[config.mk]
export PLATFORM = sky130hd
export DESIGN_NAME = rdma_sq_credit
export DESIGN_NICKNAME = d
export VERILOG_FILES = /design/src/rtl/lynxTypes.sv /design/src/rtl/rdma_credit_table.sv /design/src/rtl/rdma_sq_credit.sv
export SDC_FILE = /design/constraint.sdc
export NUM_CORES = 1
export LEC_CHECK = 0
export BUFFER_PORTS_ARGS = -buffer_cell sky130_fd_sc_hd__clkbuf_2
export CELL_PAD_IN_SITES_DETAIL_PLACEMENT = 0
export CELL_PAD_IN_SITES_GLOBAL_PLACEMENT = 1
export CORE_ASPECT_RATIO = 1.2
export CORE_MARGIN = 2
export CORE_UTILIZATION = 35
export CTS_CLUSTER_DIAMETER = 150
export DETAILED_ROUTE_END_ITERATION = 12
export PLACE_DENSITY_LB_ADDON = 0.1
export SLEW_MARGIN = 20
export SYNTH_ARGS = -nofsm -noshare
export SYNTH_HDL_FRONTEND = slang
export SYNTH_SLANG_ARGS = --single-unit
[constraint.sdc]
create_clock -name aclk -period 17.6 [get_ports aclk]
set_clock_uncertainty 0.2 [all_clocks]
set_input_delay 0.88 -clock aclk [delete_from_list [all_inputs] [get_ports aclk]]
set_output_delay 0.88 -clock aclk [all_outputs]
set_load 0.005 [all_outputs]
[src/rtl/lynxTypes.sv]
// Shared RDMA metadata layout constants for the aclk-side request/ack paths.
package lynxTypes;

    localparam int RDMA_QPN_BITS     = 16;
    localparam int RDMA_SQ_QPN_LSB   = 0;
    localparam int RDMA_ACK_QPN_LSB  = 0;
    localparam int RDMA_ACK_NACK_BIT = 16;
    localparam int RDMA_SQ_BITS      = 256;
    localparam int RDMA_ACK_BITS     = 40;

endpackage

[src/rtl/rdma_credit_table.sv]
// Per-QP outstanding-request counters with limit compare, underflow detect and running total.
module rdma_credit_table #(
    parameter int N_QP    = 16,
    parameter int MAX_OUT = 8
) (
    input  logic                    aclk,
    input  logic                    areset,
    input  logic                    inc_en,
    input  logic [$clog2(N_QP)-1:0] inc_qp,
    input  logic                    dec_en,
    input  logic [$clog2(N_QP)-1:0] dec_qp,
    input  logic [$clog2(N_QP)-1:0] chk_qp,
    output logic                    at_limit,
    output logic                    underflow,
    output logic [15:0]             total
);

    localparam int QW = $clog2(N_QP);
    localparam logic [7:0] LIMIT = MAX_OUT[7:0];

    logic [7:0] cnt [N_QP];
    logic       dec_ok;

    // An ack for an empty QP is reported but never takes the count below zero.
    assign underflow = dec_en && (cnt[dec_qp] == 8'd0);
    assign dec_ok    = dec_en && (cnt[dec_qp] != 8'd0);
    assign at_limit  = (cnt[chk_qp] >= LIMIT);

    always_ff @(posedge aclk) begin
        if (areset) begin
            for (int i = 0; i < N_QP; i++) begin
                cnt[i] <= 8'd0;
            end
            total <= 16'd0;
        end else begin
            for (int i = 0; i < N_QP; i++) begin
                if (inc_en && (inc_qp == QW'(i)) && !(dec_ok && (dec_qp == QW'(i)))) begin
                    cnt[i] <= cnt[i] + 8'd1;
                end else if (dec_ok && (dec_qp == QW'(i)) && !(inc_en && (inc_qp == QW'(i)))) begin
                    cnt[i] <= cnt[i] - 8'd1;
                end
            end
            case ({inc_en, dec_ok})
                2'b10:   total <= total + 16'd1;
                2'b01:   total <= total - 16'd1;
                default: total <= total;
            endcase
        end
    end

endmodule

[src/rtl/rdma_sq_credit.sv]
// Per-QP outstanding-request limiter between the user send queue and the sq crossing.
// Optional statistics counters are built when RDMA_SQ_CREDIT_STATS_EN is defined.
module rdma_sq_credit
    import lynxTypes::*;
#(
    parameter int N_QP    = 16,
    parameter int MAX_OUT = 8
) (
    input  logic                     aclk,
    input  logic                     areset,
    input  logic                     s_rdma_sq_valid,
    output logic                     s_rdma_sq_ready,
    input  logic [RDMA_SQ_BITS-1:0]  s_rdma_sq_data,
    output logic                     m_rdma_sq_valid,
    input  logic                     m_rdma_sq_ready,
    output logic [RDMA_SQ_BITS-1:0]  m_rdma_sq_data,
    input  logic                     s_rdma_ack_valid,
    output logic                     s_rdma_ack_ready,
    input  logic [RDMA_ACK_BITS-1:0] s_rdma_ack_data,
    output logic                     m_rdma_ack_valid,
    input  logic                     m_rdma_ack_ready,
    output logic [RDMA_ACK_BITS-1:0] m_rdma_ack_data,
    output logic [15:0]              outstanding_total,
    output logic                     underflow_err
`ifdef RDMA_SQ_CREDIT_STATS_EN
    ,
    output logic [31:0]              stall_cycles,
    output logic [15:0]              nack_count
`endif
);

    localparam int QP_BITS = $clog2(N_QP);

    logic [QP_BITS-1:0] sq_qp;
    logic [QP_BITS-1:0] ack_qp;
    logic               at_limit;
    logic               underflow;
    logic               sq_hs;
    logic               ack_hs;

    assign sq_qp  = s_rdma_sq_data[RDMA_SQ_QPN_LSB +: QP_BITS];
    assign ack_qp = s_rdma_ack_data[RDMA_ACK_QPN_LSB +: QP_BITS];

    // Ready depends only on registered counts, so a returned credit is usable the next cycle.
    assign s_rdma_sq_ready  = (!m_rdma_sq_valid || m_rdma_sq_ready) && !at_limit;
    assign s_rdma_ack_ready = !m_rdma_ack_valid || m_rdma_ack_ready;
    assign sq_hs            = s_rdma_sq_valid && s_rdma_sq_ready;
    assign ack_hs           = s_rdma_ack_valid && s_rdma_ack_ready;

    rdma_credit_table #(
        .N_QP    (N_QP),
        .MAX_OUT (MAX_OUT)
    ) u_table (
        .aclk      (aclk),
        .areset    (areset),
        .inc_en    (sq_hs),
        .inc_qp    (sq_qp),
        .dec_en    (ack_hs),
        .dec_qp    (ack_qp),
        .chk_qp    (sq_qp),
        .at_limit  (at_limit),
        .underflow (underflow),
        .total     (outstanding_total)
    );

    always_ff @(posedge aclk) begin
        if (areset) begin
            m_rdma_sq_valid <= 1'b0;
        end else if (sq_hs) begin
            m_rdma_sq_valid <= 1'b1;
            m_rdma_sq_data  <= s_rdma_sq_data;
        end else if (m_rdma_sq_ready) begin
            m_rdma_sq_valid <= 1'b0;
        end
    end

    // Acks, nacks and underflowing acks alike are forwarded untouched.
    always_ff @(posedge aclk) begin
        if (areset) begin
            m_rdma_ack_valid <= 1'b0;
        end else if (ack_hs) begin
            m_rdma_ack_valid <= 1'b1;
            m_rdma_ack_data  <= s_rdma_ack_data;
        end else if (m_rdma_ack_ready) begin
            m_rdma_ack_valid <= 1'b0;
        end
    end

    always_ff @(posedge aclk) begin
        if (areset) begin
            underflow_err <= 1'b0;
        end else if (underflow) begin
            underflow_err <= 1'b1;
        end
    end

`ifdef RDMA_SQ_CREDIT_STATS_EN
    always_ff @(posedge aclk) begin
        if (areset) begin
            stall_cycles <= 32'd0;
            nack_count   <= 16'd0;
        end else begin
            if (s_rdma_sq_valid && at_limit && (stall_cycles != 32'hFFFF_FFFF)) begin
                stall_cycles <= stall_cycles + 32'd1;
            end
            if (m_rdma_ack_valid && m_rdma_ack_ready && m_rdma_ack_data[RDMA_ACK_NACK_BIT]) begin
                nack_count <= nack_count + 16'd1;
            end
        end
    end
`endif

endmodule

==> results of run 1 <==
[final timing paths]
path	startpoint	endpoint	slack, ps
setup reg to reg	u_table.cnt[10][4]	u_table.total[14]	11840
setup / recovery	u_table.cnt[10][4]	u_table.total[14]	11840
hold / removal	s_rdma_ack_data[23]	m_rdma_ack_data[23]	270
hold reg to reg	u_table.total[10]	u_table.total[10]	310
[power groups by stage]
stage | combinational (mW) | clock [mW] | sequential [mW]
6_report | 0.217 | 1.07 | 1.23
5_1_grt | 0.243 | 1.13 | 1.23
4_1_cts | 0.220 | 1.10 | 1.23
3_5_place_dp | 0.218 | 0 | 1.25
3_3_place_gp | 0.216 | 0 | 1.25
2_1_floorplan | 0.114 | 0 | 1.25
[cells in the mapped netlist, types with 29 or more instances]
cell and instances:
inv_1 68, nor2b_1 40, xnor2_1 64, nand2_1 37, nor3_1 42, nor2_1 178
edfxtp_1 424, a21o_1 30, nand2b_1 29, a21oi_1 87, o21ai_0 39, xor2_1 35
ha_1 107
[logic make-up after synthesis]
family / after synthesis
compound gates: 214
mux: 21
xor+xnor: 99
buf+inv: 94
fa+ha+maj: 123
flops: 443
simple gates: 442
[routing by layer]
metal,track usage,vias up,routed length (um)
met5,0,-,41
met2,0.350,471,30700
met3,0.0659,98,5040
met4,0.0704,8,1560
li1,-,6628,-
met1,0.286,6820,28100
[registers in the layout, indices dropped and copies added (netlist names)]
| register | flops |
|---|---|
| m_rdma_sq_data | 256 |
| underflow_err | 1 |
| u_table.cnt | 128 |
| m_rdma_sq_valid | 1 |
| m_rdma_ack_data | 40 |
| u_table.total | 16 |
| m_rdma_ack_valid | 1 |
[placed cells by master, fill, tap and decap left out, types with 16 or more instances in the layout]
cell and instances:
o21bai_1 26, nand3_1 26, inv_1 68, dfxtp_1 19, a21oi_1 87, mux2i_1 16
nand2b_1 29, xor2_1 35, ha_1 107, nor3_1 42, nor2b_1 40, edfxtp_1 424
clkbuf_16 49, or4_1 19, fa_1 16, xnor2_1 64, a21o_1 30, nor2_1 176
nand2_1 37, clkbuf_2 617, o21ai_0 38
[through the flow]
stage	power, mW	cell area [um^2]
after floorplan	1.37	19800
after global placement	1.47	23800
after detailed placement	1.47	23800
after CTS	2.54	25400
after global routing	2.61	25400
final	2.51	25400
[area by class of cell]
cell class	count	area (um^2)
antenna	6	15.0
clock inverter	33	392
tap	727	910
multi-input combinational	899	6340
clock buffer	54	1240
fill	5223	30500
timing repair buffer	627	3160
inverter	69	259
sequential	443	13100
==> summary.md, run 1 <==
| Metric | Value |
|---|---|
| # clock sinks | 443 |
| Final setup TNS | 0 ps |
| Total CTS buffers | 48 |
| Simple-gate portion of the synthesized area | 0.112 |
| FP Rows | 95 |
| Top Ports | 619 |
| FMAX | 174 MHz |
| Post-synth top area share | 0.642 |
| Seq/Total Area, Yosys | 0.662 |
| Total Routed Length | 65.5 mm |
| HPWL Detailed | 52.5 mm |
| Cell family with most CP delay | compound AO/OA/AOI/OAI gates |
| Initial antenna violation count | 16 |
| Crit path time final | 5760 ps |
| Area grow syn2layout | 28.3% |
| Final core utilization | 0.454 |
| Post-synthesis cell count | 1436 |
| Pre-antenna DRT Iters | 5 |
| CTS tree | built |
| Vias | 14000 |
| Post-CTS Setup Inserts | 0 |
| Synth Area in Compound Gates | 0.0664 |
| Arrival @ worst endpoint | 6030 ps |
| Sw power | 576 uW |
| Final setup vio count | 0 |
| Cell internal pwr | 1.94 mW |
| Crit path largest cell delay | 550 ps |
| CP Max Fanout | 16 |
| Root buf cell | clkbuf_16 |
| Cell Pwr Density | 98.8 nW/um^2 |
| Worst reg-to-reg path cell count | 16 |
| DR iter-0 viols | 833 |
| CTS max path bufs | 3 |
| Synth Flop Type | edfxtp_1 |
| Avg Vias per Cell | 4.91 |
| Multiplexer share of the synthesized area | 0.0132 |
| Post-synth EDFFs | 424 |
| Syn_area_per_cell | 13.8 um^2 |
| Global route overflow | 0 |
| VDD IR max | 92.8 uV |
| Crit end category | register |
| RSZ-0062 raised after global routing | false |
| Post_cts resized | 0 |
| Die height | 265 um |
| Final slew viol count | 0 |
| Crit path cell chain | or4_1, nor2_1, a21oi_1, mux4_2, a21oi_1, nand3_1, ha_1, fa_1, a21o_1, a21oi_1, o211ai_1, a2111o_1, a31oi_1, nor2b_1, o211a_1, a211o_1 |
| Final period util | 0.327 |
| Total Routing Usage GR | 0.219 |
| Final hold vios | 0 |
| Gpl congestion | 0.875 |
| CP required | 17870 ps |
| Register bit total from synthesis | 443 |
| Final ANT Viol Nets | 0 |
| Final nets | 2513 |
| Worst path depth | 16 |
| Die area | 58600 um^2 |
| Max-Cap Viols | 0 |
| Largest net degree at the start of global routing | 78 |
| Relative slew margins | 0.347 |
| Final non-filler cell total | 2858 |
| Vias in the first global route | 14300 |
| Core area | 56000 um^2 |
| DRC errors left | 0 |
| CP Buf/Inv Count | 0 |
| Hold path depth | 1 |
| Worst slack, placed | 11470 ps |
| IO Port Bufs | 618 |
| Synth Net Count | 1861 |
| Setup ws final | 11840 ps |
| CP max stage cell | or4_1 |
| Hold buffer count at cts | 0 |
| Final hold slack | 273 ps |
| Starting Density | 0.354 |
| Synthesized cell area | 19800 um^2 |
| Synth unique cells | 64 |
| Dpl cells | 2765 |
| Comb pwr share | 0.086 |
| Fraction of registers with async set/reset | 0 |
| Adder-Cell Fraction of Synth Area | 0.0837 |
| Crit path launch type | register |
| CTS clock-pin slew for the worst setup and hold paths | 70 ps |
| Worst skew pair latency | 580 ps |
| Clock share of power | 0.425 |
| Sw Share | 0.229 |
| Htree depth | 2 |
| Top cell by count, worst path | a21oi_1 |
| Combinational family with the most area after synthesis | simple AND/OR/NAND/NOR gates |
| Synth Warn # | 0 |
| Leakage | 10.9 nW |
| Status | finished clean |
| Dominant cells by area after synthesis | edfxtp_1, ha_1, nor2_1 |
| Post-DR wirelength/cell | 22.9 um |
| HP Class | in2reg |
| Die width | 221 um |
| Critical path class | reg2reg |
| Worst Max-Slew Pin Slew | 979 ps |
| Yosys top cell by area | edfxtp_1 |
| First-pass GRT wire length | 94.6 mm |
| Synth Area in XOR/XNOR | 0.0437 |
| Share of cells above drive strength 1 | 0.343 |
| Sequential Power Share | 0.489 |
No activity file was read; power rests on OpenSTA's default activity.
==> run 2: changes to the inputs <==
ABC_AREA = 1   (was default)
clock period = 4.9 ns   (was 17.6 ns; I/O delays follow)
==> summary.md, run 2 <==
| Metric | Value |
|---|---|
| Initial antenna violation count | 26 (+10) |
| Crit path time final | 4430 ps (-1330 ps) |
| Largest register FFs | 256 (unchanged) |
| Total Routed Length | 80.1 mm (+22%) |
| CP required | 5050 ps (-12820 ps) |
| Register bit total from synthesis | 443 (unchanged) |
| Gr busiest metal | met2 |
| Htree depth | 2 (unchanged) |
| FP Rows | 98 (+3.2%) |
| Crit. Startpoint | u_table.cnt[5][0] |
| Commonest cells after routing, fill and taps aside | clkbuf_2, edfxtp_1, dlygate4sd3_1, nand2_1, inv_1 |
| FMAX | 226 MHz (+30%) |
| HP Class | in2reg |
| Crit end category | register |
| Cell Pwr Density | 315 nW/um^2 (+220%) |
| Dominant cells by area after synthesis | edfxtp_1, ha_1, nand2_1 |
| Starting Density | 0.352 (-0.00202) |
| CTS tree | built |
| Top cell by count, worst path | nand2_1 |
| Synth unique cells | 44 (-31%) |
| Global route overflow | 0 (unchanged) |
| Final slew viol count | 0 (unchanged) |
| CTS max path bufs | 3 (unchanged) |
| Final hold slack | 160 ps (-113 ps) |
| Fraction of registers with async set/reset | 0 (unchanged) |
| CTS clock-pin slew for the worst setup and hold paths | 60 ps (about the same) |
| Cell family with most CP delay | simple AND/OR/NAND/NOR gates |
| Avg Vias per Cell | 4.81 (-2.0%) |
| Max-Cap Viols | 0 (unchanged) |
| # clock sinks | 443 (unchanged) |
| Status | finished clean |
| Top-count cell post-synth | edfxtp_1 |
| Die width | 227 um (+2.5%) |
| Die area | 61500 um^2 (+5.1%) |
| Endpoint of the worst register-to-register path | u_table.cnt[8][7] |
| Final ANT Viol Nets | 0 (unchanged) |
| Synth Warn # | 0 (unchanged) |
| Gpl congestion | 1.16 (+33%) |
| Hold path startpoint | s_rdma_sq_data[193] |
| DRC errors left | 0 (unchanged) |
| Dpl cells | 3228 (+17%) |
| Top Ports | 619 (unchanged) |
| CP Max Fanout | 15 (-1) |
| Worst path depth | 25 (+9) |
| Arrival @ worst endpoint | 4580 ps (-1450 ps) |
| Worst r2r src | u_table.cnt[5][0] |
| Final period util | 0.904 (+0.577) |
| HPWL Detailed | 65.0 mm (+24%) |
| Synth Net Count | 2232 (+20%) |
| Synth Flop Type | edfxtp_1 |
| Syn_area_per_cell | 11.5 um^2 (-16%) |
| Largest regs | m_rdma_sq_data x256, u_table.cnt x128, m_rdma_ack_data x40 |
| Final non-filler cell total | 3630 (+27%) |
| Met2 Usage GRT | 0.401 (+0.0512) |
| Core area | 59200 um^2 (+5.8%) |
| Area grow syn2layout | 42.4% |
| Critical path class | reg2reg |
| Yosys top cell by area | edfxtp_1 |
| Final hold vios | 0 (unchanged) |
| First-pass GRT wire length | 114 mm (+20%) |
| Worst reg-to-reg path cell count | 25 (+9) |
| Share of cells above drive strength 1 | 0.277 (-0.0663) |
| CP Buf/Inv Count | 4 (+4) |
| Total CTS buffers | 50 (+4.2%) |
| Pre-antenna DRT Iters | 5 (unchanged) |
| Crit path launch type | register |
| Worst skew pair latency | 600 ps (+20 ps) |
| Largest net degree at the start of global routing | 73 (-6.4%) |
| DR iter-0 viols | 1068 (+28%) |
| Total Routing Usage GR | 0.256 (+0.0364) |
| Post-synth top area share | 0.611 (-0.0316) |
| Worst Max-Slew Pin Slew | 677 ps (-302 ps) |
| Post-synthesis cell count | 1807 (+26%) |
| Hold path depth | 2 (+1) |
| Root buf cell | clkbuf_16 |
| Vias | 17500 (+24%) |
| Leading cell type in the layout, fill and taps excluded | clkbuf_2 |
| Post-DR wirelength/cell | 22.1 um (-3.7%) |
| Crit path largest cell delay | 410 ps (-140 ps) |
| Top reg by flops | m_rdma_sq_data |
| M1 GR Usage | 0.352 (+0.0658) |
| Flop2flop setup slack | 470 ps (-11370 ps) |
| Seq/Total Area, Yosys | 0.629 (-0.0326) |
| IO Port Bufs | 618 (unchanged) |
| Vias in the first global route | 17300 (+21%) |
| Post-synth EDFFs | 424 (unchanged) |
| CP max stage cell | edfxtp_1 |
| Leakage | 13.1 nW (+20%) |
| Relative slew margins | 0.547 (+0.200) |
| VDD IR max | 205 uV (+120%) |
| Synthesized cell area | 20800 um^2 (+5.2%) |
| Final setup vio count | 0 (unchanged) |
| Final nets | 3207 (+28%) |
| Hold Path End | m_rdma_sq_data[193] |
| Die height | 271 um (+2.5%) |
| RSZ-0062 raised after global routing | false |
| M3 GR Usage | 0.0727 (+0.00679) |
| Most frequent cells after synthesis | edfxtp_1, nand2_1, inv_1 |
run 2: kinds of logic after synthesis:
group | Yosys count | share of synthesized area
and+or+nand+nor | 608 | 0.132
buffers and inverters | 253 | 0.0462
xor gates and xnor gates | 78 | 0.0328
adders and majority gates | 123 | 0.0796
DFF | 443 | 0.629
AOI/OAI and AO/OA | 302 | 0.0808
run 2: layout make-up:
| cell class | count | area, um^2 |
|---|---|---|
| Clock buffer | 56 | 1270 |
| Inverter | 234 | 878 |
| Antenna cell | 12 | 30.0 |
| Tap cell | 800 | 1000 |
| Clock inverter | 32 | 272 |
| Multi-Input combinational cell | 1111 | 6790 |
| Sequential cell | 443 | 13100 |
| Timing Repair Buffer | 942 | 6330 |
| Fill cell | 5481 | 29500 |
run 2: power by group:
part           switching, mW  leakage [nW]  internal, mW
sequential             0.111          4.20          4.38
clock                   1.59         0.755          2.03
combinational          0.713          8.13         0.530
total                   2.42          13.1          6.94
run 2: repair_timing:
item | 4_1_cts | 5_1_grt
endpoints found under the hold margin | 304 | 0
buffers inserted | 0 | 0
hold buffers | 302 | 0
resized for setup | 0 | 1
endpoints found under the setup margin | 0 | 2
run 2: worst register-to-register path, stage by stage, from the launching register on:
cell,delay [ps]
edfxtp_1,410
inv_1,130
nand2_1,80
nor2_1,110
nand2_1,60
nand2_1,80
nand2_1,90
nor2_1,170
nor2_1,60
nor2_1,330
nand2_4,220
nand2_1,180
nor2_2,70
nand3_2,190
inv_1,190
ha_1,390
nand2_1,80
nor2_1,40
a211oi_1,390
o221ai_1,220
xor2_1,230
inv_1,60
nand2_1,60
nand2_1,50
nand2_1,50
inv_1,30
run 2: layer usage:
metal  part of all wire  vias to the layer above
met4              0.013                        8
met3              0.083                       80
met1               0.44                     8440
li1                   -                     8295
met2               0.46                      629
met5            0.00069                        -
run 2: per-stage QoR:
step                utilization  power, mW  worst slack (ps)  TNS, ps  cell area [um^2]
global route              0.501       9.74              68.6        0             29700
finish                    0.501       9.35               471        0             29700
floorplan                     -       5.07              -895  -229050             20900
detailed placement        0.424       5.59               262        0             25100
global placement          0.424       5.58               268        0             25100
CTS                       0.501       9.46               344        0             29700
run 2: how the worst max path moves through the flow:
stage	slack (ps)	end
final	470	u_table.cnt[8][7]
after global routing	70	u_table.cnt[8][7]
after CTS	340	u_table.cnt[8][7]
after detailed placement	260	u_table.cnt[8][7]
after global placement	270	u_table.total[12]
after floorplan	-890	m_rdma_sq_data[0]
